File: config.mk
export PLATFORM = sky130hd
export DESIGN_NAME = data_mem_port_flat
export DESIGN_NICKNAME = d
export VERILOG_FILES = /design/src/rtl/data_mem_port_if.sv /design/src/rtl/data_mem_port.sv /design/src/flat_wrapper.sv
export SDC_FILE = /design/constraint.sdc
export NUM_CORES = 1
export LEC_CHECK = 0
export ABC_AREA = 1
export CELL_PAD_IN_SITES_DETAIL_PLACEMENT = 1
export CELL_PAD_IN_SITES_GLOBAL_PLACEMENT = 1
export CORE_MARGIN = 4
export CORE_UTILIZATION = 31
export CTS_BUF_LIST = sky130_fd_sc_hd__clkbuf_8 sky130_fd_sc_hd__clkbuf_16
export CTS_CLUSTER_SIZE = 30
export DETAILED_ROUTE_END_ITERATION = 16
export GPL_ROUTABILITY_DRIVEN = 1
export PLACE_DENSITY = 0.89
export SYNTH_ARGS = -nofsm -noshare
export SYNTH_HDL_FRONTEND = slang
export SYNTH_SLANG_ARGS = --single-unit
export TNS_END_PERCENT = 30
File: constraint.sdc
create_clock -name clk_i -period 1.5 [get_ports clk_i]
set_input_delay 0.45 -clock clk_i [delete_from_list [all_inputs] [get_ports clk_i]]
set_output_delay 0.45 -clock clk_i [all_outputs]
set_load 0.02 [all_outputs]
File: src/rtl/data_mem_port_if.sv
// Request, response and byte-bank signals between the load/store stage, data_mem_port and the four banks.
// slave: the port block. master: the load/store stage plus the banks.
interface data_mem_port_if #(
    parameter int DATA_DEPTH = 8192
);
    localparam int BANK_AW = $clog2(DATA_DEPTH);

    logic                   req_valid_i;
    logic                   req_ready_o;
    logic                   req_we_i;
    logic [1:0]             req_size_i;
    logic                   req_unsigned_i;
    logic [31:0]            req_addr_i;
    logic [31:0]            req_wdata_i;
    logic                   rsp_valid_o;
    logic                   rsp_ready_i;
    logic [31:0]            rsp_rdata_o;
    logic                   rsp_err_o;
    logic [4*BANK_AW-1:0]   bank_addr_o;
    logic [3:0]             bank_we_o;
    logic [31:0]            bank_wdata_o;
    logic [31:0]            bank_rdata_i;

    modport slave (
        input  req_valid_i, req_we_i, req_size_i, req_unsigned_i, req_addr_i, req_wdata_i,
        input  rsp_ready_i, bank_rdata_i,
        output req_ready_o, rsp_valid_o, rsp_rdata_o, rsp_err_o,
        output bank_addr_o, bank_we_o, bank_wdata_o
    );

    modport master (
        output req_valid_i, req_we_i, req_size_i, req_unsigned_i, req_addr_i, req_wdata_i,
        output rsp_ready_i, bank_rdata_i,
        input  req_ready_o, rsp_valid_o, rsp_rdata_o, rsp_err_o,
        input  bank_addr_o, bank_we_o, bank_wdata_o
    );
endinterface

File: src/rtl/data_mem_port.sv
// RV32I load/store to four byte-lane banks; DATA_MEM_MISALIGN_EN enables misaligned half/word accesses.
// Latency: response valid 2 cycles after the request handshake; one request in flight, issue every 3 cycles minimum.
// Backpressure: req_ready_o is low from acceptance until the response is taken; rsp held stable while rsp_ready_i is low.
module data_mem_port #(
    parameter int  DATA_DEPTH = 8192,
    localparam int BANK_AW    = $clog2(DATA_DEPTH)
) (
    input  logic           clk_i,
    input  logic           rst_ni,
    data_mem_port_if.slave bus
);
    typedef enum logic [1:0] {IDLE, ACCESS, RESP} state_t;

    state_t               state_q, state_d;
    logic                 req_ready_q, req_ready_d;
    logic                 rsp_valid_q, rsp_valid_d;
    logic [31:0]          rsp_rdata_q, rsp_rdata_d;
    logic                 rsp_err_q, rsp_err_d;
    logic [4*BANK_AW-1:0] bank_addr_q, bank_addr_d;
    logic [3:0]           bank_we_q, bank_we_d;
    logic [31:0]          bank_wdata_q, bank_wdata_d;
    logic                 r_we_q, r_we_d;
    logic [1:0]           r_size_q, r_size_d;
    logic                 r_uns_q, r_uns_d;
    logic [1:0]           r_off_q, r_off_d;
    logic                 r_err_q, r_err_d;

    logic [1:0]           off;
    logic [BANK_AW-1:0]   row;
    logic [2:0]           nbytes;
    logic [1:0]           amask;
    logic [32:0]          last;
    logic                 fault;
    logic [1:0]           k;
    logic                 touched;
    logic [4*BANK_AW-1:0] lane_addr;
    logic [3:0]           lane_we;
    logic [31:0]          lane_wdata;
    logic [31:0]          rd, rot, ext;

    // Lane steering for the incoming request, so bank outputs are registered and valid throughout ACCESS.
    always_comb begin
        off    = bus.req_addr_i[1:0];
        row    = bus.req_addr_i[BANK_AW+1:2];
        nbytes = 3'd4;
        amask  = 2'b11;
        case (bus.req_size_i)
            2'b00:   begin nbytes = 3'd1; amask = 2'b00; end
            2'b01:   begin nbytes = 3'd2; amask = 2'b01; end
            default: begin nbytes = 3'd4; amask = 2'b11; end
        endcase
        last  = {1'b0, bus.req_addr_i} + {30'd0, nbytes} - 33'd1;
        fault = (bus.req_size_i == 2'b11) || (last >= 33'(4 * DATA_DEPTH));
`ifndef DATA_MEM_MISALIGN_EN
        fault = fault || (|(off & amask));
`endif
        k          = '0;
        touched    = 1'b0;
        lane_addr  = '0;
        lane_we    = '0;
        lane_wdata = '0;
        for (int i = 0; i < 4; i++) begin
            k                     = 2'(i) - off;
            touched               = ({1'b0, k} < nbytes);
            lane_we[i]            = touched & bus.req_we_i & ~fault;
            lane_wdata[8*i +: 8]  = bus.req_wdata_i[8*k +: 8];
`ifdef DATA_MEM_MISALIGN_EN
            // Lanes below the offset hold the bytes that spilled into the next row.
            lane_addr[BANK_AW*i +: BANK_AW] = (touched && (2'(i) < off)) ? row + BANK_AW'(1) : row;
`else
            lane_addr[BANK_AW*i +: BANK_AW] = row;
`endif
        end
    end

    // Undo the lane rotation so access byte k lands in rsp bits 8k+7:8k, then extend.
    always_comb begin
        rd = bus.bank_rdata_i;
        case (r_off_q)
            2'd0:    rot = rd;
            2'd1:    rot = {rd[7:0],  rd[31:8]};
            2'd2:    rot = {rd[15:0], rd[31:16]};
            default: rot = {rd[23:0], rd[31:24]};
        endcase
        case (r_size_q)
            2'b00:   ext = {{24{~r_uns_q & rot[7]}},  rot[7:0]};
            2'b01:   ext = {{16{~r_uns_q & rot[15]}}, rot[15:0]};
            default: ext = rot;
        endcase
    end

    always_comb begin
        state_d      = state_q;
        req_ready_d  = req_ready_q;
        rsp_valid_d  = rsp_valid_q;
        rsp_rdata_d  = rsp_rdata_q;
        rsp_err_d    = rsp_err_q;
        bank_addr_d  = bank_addr_q;
        bank_we_d    = '0;
        bank_wdata_d = bank_wdata_q;
        r_we_d       = r_we_q;
        r_size_d     = r_size_q;
        r_uns_d      = r_uns_q;
        r_off_d      = r_off_q;
        r_err_d      = r_err_q;
        case (state_q)
            IDLE: begin
                req_ready_d = 1'b1;
                if (bus.req_valid_i && req_ready_q) begin
                    state_d      = ACCESS;
                    req_ready_d  = 1'b0;
                    bank_addr_d  = lane_addr;
                    bank_we_d    = lane_we;
                    bank_wdata_d = lane_wdata;
                    r_we_d       = bus.req_we_i;
                    r_size_d     = bus.req_size_i;
                    r_uns_d      = bus.req_unsigned_i;
                    r_off_d      = off;
                    r_err_d      = fault;
                end
            end
            ACCESS: begin
                state_d     = RESP;
                rsp_valid_d = 1'b1;
                rsp_err_d   = r_err_q;
                rsp_rdata_d = (r_err_q || r_we_q) ? 32'd0 : ext;
            end
            RESP: begin
                if (bus.rsp_ready_i) begin
                    state_d     = IDLE;
                    rsp_valid_d = 1'b0;
                    req_ready_d = 1'b1;
                end
            end
            default: begin
                state_d     = IDLE;
                req_ready_d = 1'b0;
                rsp_valid_d = 1'b0;
            end
        endcase
    end

    always_ff @(posedge clk_i or negedge rst_ni) begin
        if (!rst_ni) begin
            state_q      <= IDLE;
            req_ready_q  <= 1'b0;
            rsp_valid_q  <= 1'b0;
            rsp_rdata_q  <= '0;
            rsp_err_q    <= 1'b0;
            bank_addr_q  <= '0;
            bank_we_q    <= '0;
            bank_wdata_q <= '0;
            r_we_q       <= 1'b0;
            r_size_q     <= '0;
            r_uns_q      <= 1'b0;
            r_off_q      <= '0;
            r_err_q      <= 1'b0;
        end else begin
            state_q      <= state_d;
            req_ready_q  <= req_ready_d;
            rsp_valid_q  <= rsp_valid_d;
            rsp_rdata_q  <= rsp_rdata_d;
            rsp_err_q    <= rsp_err_d;
            bank_addr_q  <= bank_addr_d;
            bank_we_q    <= bank_we_d;
            bank_wdata_q <= bank_wdata_d;
            r_we_q       <= r_we_d;
            r_size_q     <= r_size_d;
            r_uns_q      <= r_uns_d;
            r_off_q      <= r_off_d;
            r_err_q      <= r_err_d;
        end
    end

    assign bus.req_ready_o  = req_ready_q;
    assign bus.rsp_valid_o  = rsp_valid_q;
    assign bus.rsp_rdata_o  = rsp_rdata_q;
    assign bus.rsp_err_o    = rsp_err_q;
    assign bus.bank_addr_o  = bank_addr_q;
    assign bus.bank_we_o    = bank_we_q;
    assign bus.bank_wdata_o = bank_wdata_q;
endmodule

File: src/flat_wrapper.sv
// flat-port wrapper written by rule: the top's interface ports become plain ports
module data_mem_port_flat 
#(
    parameter int  DATA_DEPTH = 8192,
    localparam int BANK_AW    = $clog2(DATA_DEPTH)
)
  (clk_i, rst_ni, bus_req_valid_i, bus_req_we_i, bus_req_size_i, bus_req_unsigned_i, bus_req_addr_i, bus_req_wdata_i, bus_rsp_ready_i, bus_bank_rdata_i, bus_req_ready_o, bus_rsp_valid_o, bus_rsp_rdata_o, bus_rsp_err_o, bus_bank_addr_o, bus_bank_we_o, bus_bank_wdata_o);
  data_mem_port_if #(.DATA_DEPTH(DATA_DEPTH)) bus_i ();
  input  logic clk_i;
  input  logic rst_ni;
  input wire logic [$bits(bus_i.req_valid_i)-1:0] bus_req_valid_i;
  input wire logic [$bits(bus_i.req_we_i)-1:0] bus_req_we_i;
  input wire logic [$bits(bus_i.req_size_i)-1:0] bus_req_size_i;
  input wire logic [$bits(bus_i.req_unsigned_i)-1:0] bus_req_unsigned_i;
  input wire logic [$bits(bus_i.req_addr_i)-1:0] bus_req_addr_i;
  input wire logic [$bits(bus_i.req_wdata_i)-1:0] bus_req_wdata_i;
  input wire logic [$bits(bus_i.rsp_ready_i)-1:0] bus_rsp_ready_i;
  input wire logic [$bits(bus_i.bank_rdata_i)-1:0] bus_bank_rdata_i;
  output wire logic [$bits(bus_i.req_ready_o)-1:0] bus_req_ready_o;
  output wire logic [$bits(bus_i.rsp_valid_o)-1:0] bus_rsp_valid_o;
  output wire logic [$bits(bus_i.rsp_rdata_o)-1:0] bus_rsp_rdata_o;
  output wire logic [$bits(bus_i.rsp_err_o)-1:0] bus_rsp_err_o;
  output wire logic [$bits(bus_i.bank_addr_o)-1:0] bus_bank_addr_o;
  output wire logic [$bits(bus_i.bank_we_o)-1:0] bus_bank_we_o;
  output wire logic [$bits(bus_i.bank_wdata_o)-1:0] bus_bank_wdata_o;
  assign bus_i.req_valid_i = bus_req_valid_i;
  assign bus_i.req_we_i = bus_req_we_i;
  assign bus_i.req_size_i = bus_req_size_i;
  assign bus_i.req_unsigned_i = bus_req_unsigned_i;
  assign bus_i.req_addr_i = bus_req_addr_i;
  assign bus_i.req_wdata_i = bus_req_wdata_i;
  assign bus_i.rsp_ready_i = bus_rsp_ready_i;
  assign bus_i.bank_rdata_i = bus_bank_rdata_i;
  assign bus_req_ready_o = bus_i.req_ready_o;
  assign bus_rsp_valid_o = bus_i.rsp_valid_o;
  assign bus_rsp_rdata_o = bus_i.rsp_rdata_o;
  assign bus_rsp_err_o = bus_i.rsp_err_o;
  assign bus_bank_addr_o = bus_i.bank_addr_o;
  assign bus_bank_we_o = bus_i.bank_we_o;
  assign bus_bank_wdata_o = bus_i.bank_wdata_o;
  data_mem_port #(.DATA_DEPTH(DATA_DEPTH)) u_core (.clk_i(clk_i), .rst_ni(rst_ni), .bus(bus_i));
endmodule
# After elaboration in Yosys (flattened, before gate mapping)
# Index checks and enable logic that the tools add are counted.
# op_classes
shifts,4
eq_ne,9
addsub,6
n_mux,15
n_reduce_logical,13
bitwise_logic,15
n_lt_le_gt_ge,5
# op_table
cell,count
32-bit by 6-bit variable part select with 8-bit output,4
32-bit case mux with 3 select lines,1
32-bit case mux with 2 select lines,1
32-bit by 3-bit adder with 33-bit output,1
"33-bit by 16-bit greater-or-equal comparator with 1-bit output, second input constant",1
"33-bit by 1-bit subtractor with 33-bit output, second input constant",1
32-bit 2-to-1 mux,1
2-bit by 3-bit < comparator with 1-bit output,4
1-bit bitwise AND,10
"2-bit by 1-bit equality test with 1-bit output, second input constant",4
2-bit zero test,4
4-bit 2-to-1 mux,2
2-bit AND reduction,4
"2-bit equality test, second input constant",3
1-bit case mux with 3 select lines,2
2-bit case mux with 3 select lines,1
3-bit case mux with 2 select lines,1
2-bit 2-to-1 mux,2
1-bit inverter,4
2-bit case mux with 2 select lines,1
"1-bit by 2-bit subtractor with 2-bit output, first input constant",2
"2-bit subtractor, first input constant",2
1-bit logical OR,3
1-bit 2-to-1 mux,3
5 further kinds,5
# totals
reg_bits,132
wordCells,80
out_inout_bits,123
inputBits,104

# Longest topological paths before layout
# depth
depth_word,11
ltp_mapped,23
mapped_depth_nobuf,22

# Worst setup path before layout
# No wires, ideal clock.
# synth_path
path_type,input to register
from,input port bus_req_addr_i[1]
to,"register u_core.bank_we_q[0], in the netlist u_core.bus.bank_we_o[0]"
setup_slack_ns,-1.854
t_arrival_ns,3.268
n_path_buf,2
cell_stages,21
cell_sequence,clkbuf_1 clkinv_1 clkbuf_1 ha_1 inv_1 ha_1 inv_1 fa_1 inv_1 nand3_1 nand2_1 nand3_1 nand3_1 nand2_1 nand3_1 nand2_1 nor2_1 nand2_1 nor2_2 nand3_2 nor3_1
# synth_via
elab_chain_len,9
word_cells_on_any_way,14
cone_classes,add/sub: 3; order compare: 2; mux: 2; bitwise: 4; reduce/logical: 3
# synth_rtl
element,line,text
from (decl),flat_wrapper.sv:15,input wire logic [$bits(bus_i.req_addr_i)-1:0] bus_req_addr_i;
32-bit by 3-bit adder with 33-bit output,data_mem_port.sv:52,"last = {1'b0, bus.req_addr_i} + {30'd0, nbytes} - 33'd1;"
33-bit by 1-bit subtractor with 33-bit output,data_mem_port.sv:52,
33-bit by 16-bit greater-or-equal comparator with 1-bit output,data_mem_port.sv:53,fault = (bus.req_size_i == 2'b11) || (last >= 33'(4 * DATA_DEPTH));
1-bit logical OR,data_mem_port.sv:53,
1-bit logical OR,data_mem_port.sv:55,fault = fault || (|(off & amask));
1-bit inverter,data_mem_port.sv:65,lane_we[i] = touched & bus.req_we_i & ~fault;
1-bit bitwise AND *,data_mem_port.sv:65,
4-bit 2-to-1 mux *,data_mem_port.sv:109,if (bus.req_valid_i && req_ready_q) begin
4-bit 2-to-1 mux *,data_mem_port.sv:106,case (state_q)
net u_core.bank_we_d[0],data_mem_port.sv:20,"logic [3:0] bank_we_q, bank_we_d;"
to (signal assigned),data_mem_port.sv:165,bank_we_q <= bank_we_d;
to (decl),data_mem_port.sv:20,
# The timed path passes the listed nets; every way through them passes the cells marked *.
# A chain may end at the register's enable or synchronous reset.

# Worst setup path after layout
# layout_path
from,input port bus_req_size_i[1]
to,"register u_core.bank_we_q[3], in the netlist u_core.bus.bank_we_o[3]"
# layout_via
elab_chain_len,11
word_cells_on_any_way,18
cone_classes,add/sub: 2; order compare: 2; eq/ne: 2; mux: 4; bitwise: 4; reduce/logical: 4
# layout_rtl
element,line,text
from (decl),flat_wrapper.sv:13,input wire logic [$bits(bus_i.req_size_i)-1:0] bus_req_size_i;
2-bit by 1-bit equality test with 1-bit output / 2-bit zero test (equally long branches),data_mem_port.sv:47,case (bus.req_size_i)
3-bit case mux with 2 select lines,data_mem_port.sv:47,
32-bit by 3-bit adder with 33-bit output,data_mem_port.sv:52,
33-bit by 1-bit subtractor with 33-bit output,data_mem_port.sv:52,
33-bit by 16-bit greater-or-equal comparator with 1-bit output,data_mem_port.sv:53,
1-bit logical OR,data_mem_port.sv:53,
1-bit logical OR,data_mem_port.sv:55,
1-bit inverter,data_mem_port.sv:65,
1-bit bitwise AND *,data_mem_port.sv:65,
4-bit 2-to-1 mux *,data_mem_port.sv:109,
4-bit 2-to-1 mux *,data_mem_port.sv:106,
net u_core.bank_we_d[3],data_mem_port.sv:20,
# Marked as above.

==> impl_results.md <==
- Status: complete, but fails checks
- Failing checks: setup timing
- Peak supply drop: about 0.77 mV
- 1st-iter DRT viols: 707
- RSZ-0062 raised after global routing: true
- Filler Cells Inserted: ~3.2k
- Leakage: around 0.0067 uW
- Mux cell area share after synthesis: 0
- Site Rows: 59
- Clk pwr share: 0.135
- Worst Setup End Kind: flip-flop
- Die ar.: slightly below 30000 um^2
- Clk_skew: approximately 0.015 ns
- Final slew viol count: 0
- Core area: ~26000 um^2
- Most frequent cells in the layout: nand2_1 (318), inv_1 (201), buf_4 (185), dfrtp_1 (87), o21ai_0 (79)
- Layout cell share with drive strength beyond 1: 0.360
- Clock Path Buffers: 2
- Initial Util: 0.315
- Initial antenna violation count: 0
- Hold Crit Class: in -> reg
- Sw frac: 0.480
- Synth Area in Simple Gates: 0.281
- GRT Total Usage: 0.273
- Nets: approximately 1.8k
- Compound-Gate Fraction of Synth Area: 0.208
- Final Util: 0.516
- Final Critical Period: between 2 and 3 ns
- Design area: 13400 um^2
- Crit Path Class: in -> reg
- # DRC: 0
- CTS buffer count: 9
- Adder-cell share of the synthesized area: 0.0634
- Multi-input gate area: between 5000 and 6000 um^2
- Main combinational cell family by area after synthesis: simple AND/OR/NAND/NOR gates
- Placed cell areas: ~12000 um^2
- Root buf cell: clkbuf_16
- Power share of the combinational group: 0.657
- Dpl cells: 1933
- F_max: ~0.35 GHz
- Total gr overflow: 0
- Int Power: 9840 uW
- Most common cell after layout, fill and taps aside: nand2_1
- Synth Register Bits: just over 90
- Max Cap Viol: 0
- Fin. Hold Viols: 0
- Worst slew pin tran: about 0.53 ns
- Crit Path Max Fanout: 4
- Syn Nets: roughly 1.4k
- Final wirelength: 43400 um
- Final hold slack: 0.454 ns
- Post-DP HPWL: roughly 27000 um
- Setup tns final: -16.08 ns
- Reg power frac: 0.208
- Antenna fix cells: 0
- Post-DRT Antenna Nets: 0
- Netlist cell types: 44
- 1st-pass router iterations: 5
- Mean Syn Cell Area: about 6.4 um^2
- Drt wl/cell: ~22 um
- Xor/xnor share of the synthesized area: 0.00533
- First-pass GRT wire length: between 60000 and 70000 um
- Critical path launch point type: input pin
- Post-Syn Instances: 1275
- Slew margin rel.: 0.645
- Clock H-tree levels: 3
- Post-Syn Area: ~8200 um^2
- RD Place Congestion: 0.907
- # port buffers: about 230
- Worst-Skew Late Latency: between 0.3 and 0.4 ns
- Vias/cell: ~5.4
- Largest net degree at the start of global routing: just over 40
- PwrDens: roughly 1400 nW/um^2
- Fin crit share: 1.88
- CTS tree: done
- Area growth, synth to finish: 63.6%
- Via count: roughly 11k
- Register area: ~2300 um^2
- Yosys warning count: 0
- Final Non-Filler Cells: ~2.0k
- Die Ht: 171 um
- Req. time, crit path: between 1.5 and 2 ns
- Clk slew on worst S/H paths: about 0.080 ns
- Sink Count: 93
- Crit path arrival time: 3.07 ns
- Sequential cell area fraction in the yosys report: 0.283
- Net switching power: just over 9000 uW
- Die width: approximately 170 um
- Setup ws final: -1.33 ns
- I/O pin total: roughly 230
- Number of global-route vias before repair: between 10k and 15k
- Final setup vio count: 82
-- metal layers --
metal / global-route usage / vias up / share of wire / wire, um
met1: 0.310 / 5279 / 0.37 / 16000
met2: 0.498 / 533 / 0.51 / 22300
met5: 0 / - / 0 / 0
li1: - / 4836 / - / -
met4: 0.128 / 0 / 0.056 / 2450
met3: 0.0471 / 178 / 0.062 / 2710
-- registers in the layout, indices dropped and copies added, names as in the netlist, 2 cells and up --
register / count
u_core.bus.bank_we_o: 4
u_core.state_q: 2
u_core.bus.rsp_rdata_o: 32
u_core.bus.bank_addr_o: 13
u_core.r_size_q: 2
u_core.r_off_q: 2
u_core.bus.bank_wdata_o: 32
-- final timing paths --
kind	start	to	slack (ns)	cells past startpoint
worst min-delay path	bus_req_size_i[1]	u_core.r_size_q[1]$_DFFE_PN0P_	0.45	4
worst max register to register	u_core.r_off_q[1]$_DFFE_PN0P_	u_core.bus.rsp_rdata_o[27]$_DFFE_PN0P_	-0.36	11
worst max-delay path	bus_req_size_i[1]	u_core.bus.bank_we_o[3]$_DFF_PN0_	-1.33	21
worst min register to register	u_core.bus.rsp_rdata_o[24]$_DFFE_PN0P_	u_core.bus.rsp_rdata_o[24]$_DFFE_PN0P_	0.49	2
min in group asynchronous	rst_ni	u_core.state_q[0]$_DFFE_PN0P_	0.51	2
max in group asynchronous	rst_ni	u_core.bus.rsp_rdata_o[5]$_DFFE_PN0P_	0.45	3
-- power groups by stage --
| stage | Clock, uW | Combinational [uW] | Sequential (uW) |
|---|---|---|---|
| final | 2550 | 12400 | 3940 |
| after CTS | 2570 | 11600 | 3890 |
| after detailed placement | 0 | 10500 | 3930 |
| after global routing | 2660 | 13100 | 4020 |
| after global placement | 0 | 10200 | 3870 |
| after floorplan | 0 | 5070 | 4560 |
-- worst max-delay path, cell delays in order --
cell	delay, ns
buf_12	0.10
inv_6	0.03
buf_4	0.14
ha_4	0.26
buf_6	0.13
fa_2	0.43
inv_4	0.12
nand3_4	0.09
nand2_4	0.12
nand2_4	0.10
buf_6	0.14
nand3_2	0.06
nand2_1	0.06
nor2_1	0.11
nand2_1	0.07
nor2_1	0.11
nand2_1	0.07
nor2_1	0.09
nand2_1	0.13
nand3_4	0.18
nor3_2	0.07
-- synth_stat cells, drive strengths merged --
cell type	instances	area, um^2
a2111oi	1	8.76
a22o	9	78.8
o22a	32	280
and3	2	12.5
o211ai	5	37.5
ha	40	500
o22ai	12	75.1
a211oi	13	97.6
a221oi	3	26.3
nand4	7	43.8
o21bai	3	22.5
inv	224	841
clkbuf	34	128
a21boi	1	7.51
o221ai	9	78.8
clkinv	4	15.0
or2	4	25.0
dfrtp	93	2330
o21ai	138	694
nor2	109	449
nand2	368	1420
o2111ai	4	35.0
nor3	10	55.1
xnor2	2	17.5
nand3	49	255
buf	44	324
and2	3	18.8
a32o	7	70.1
xor2	3	26.3
fa	1	20.0
nand3b	4	30.0
a21oi	37	193
-- cell families (layout without fill, tap and decap cells) --
kind of cell             after synthesis  count (layout)
adder cells (fa/ha/maj)               41              41
AO/OA/AOI/OAI                        274             274
buffers and inverters                306             688
XOR/XNOR                               5               5
AND/OR/NAND/NOR                      556             557
flip-flops                            93              93
-- timing repair --
action	in CTS	in global routing
hold buffers	1	0
gates cloned	7	1
setup endpoints to repair	207	150
gates resized for setup	644	165
hold endpoints to repair	15	0
buffers inserted	27	15
pin swaps	47	40
-- stage by stage --
step	total power (uW)	setup slack [ns]
after CTS	18100	-1.04
after floorplan	9640	-1.21
after global placement	14000	-1.73
after global routing	19800	-1.37
final	18900	-1.33
after detailed placement	14400	-1.88
-- cell type report --
class / count / area share
clock buffers: 9 / 0.0168
well taps: 335 / 0.0312
repair buffers: 444 / 0.285
inverters: 228 / 0.0671
flip-flops and latches: 93 / 0.174
multi-input cells: 877 / 0.419
clock inverters: 7 / 0.00689
(Power assumes the default switching activity.)
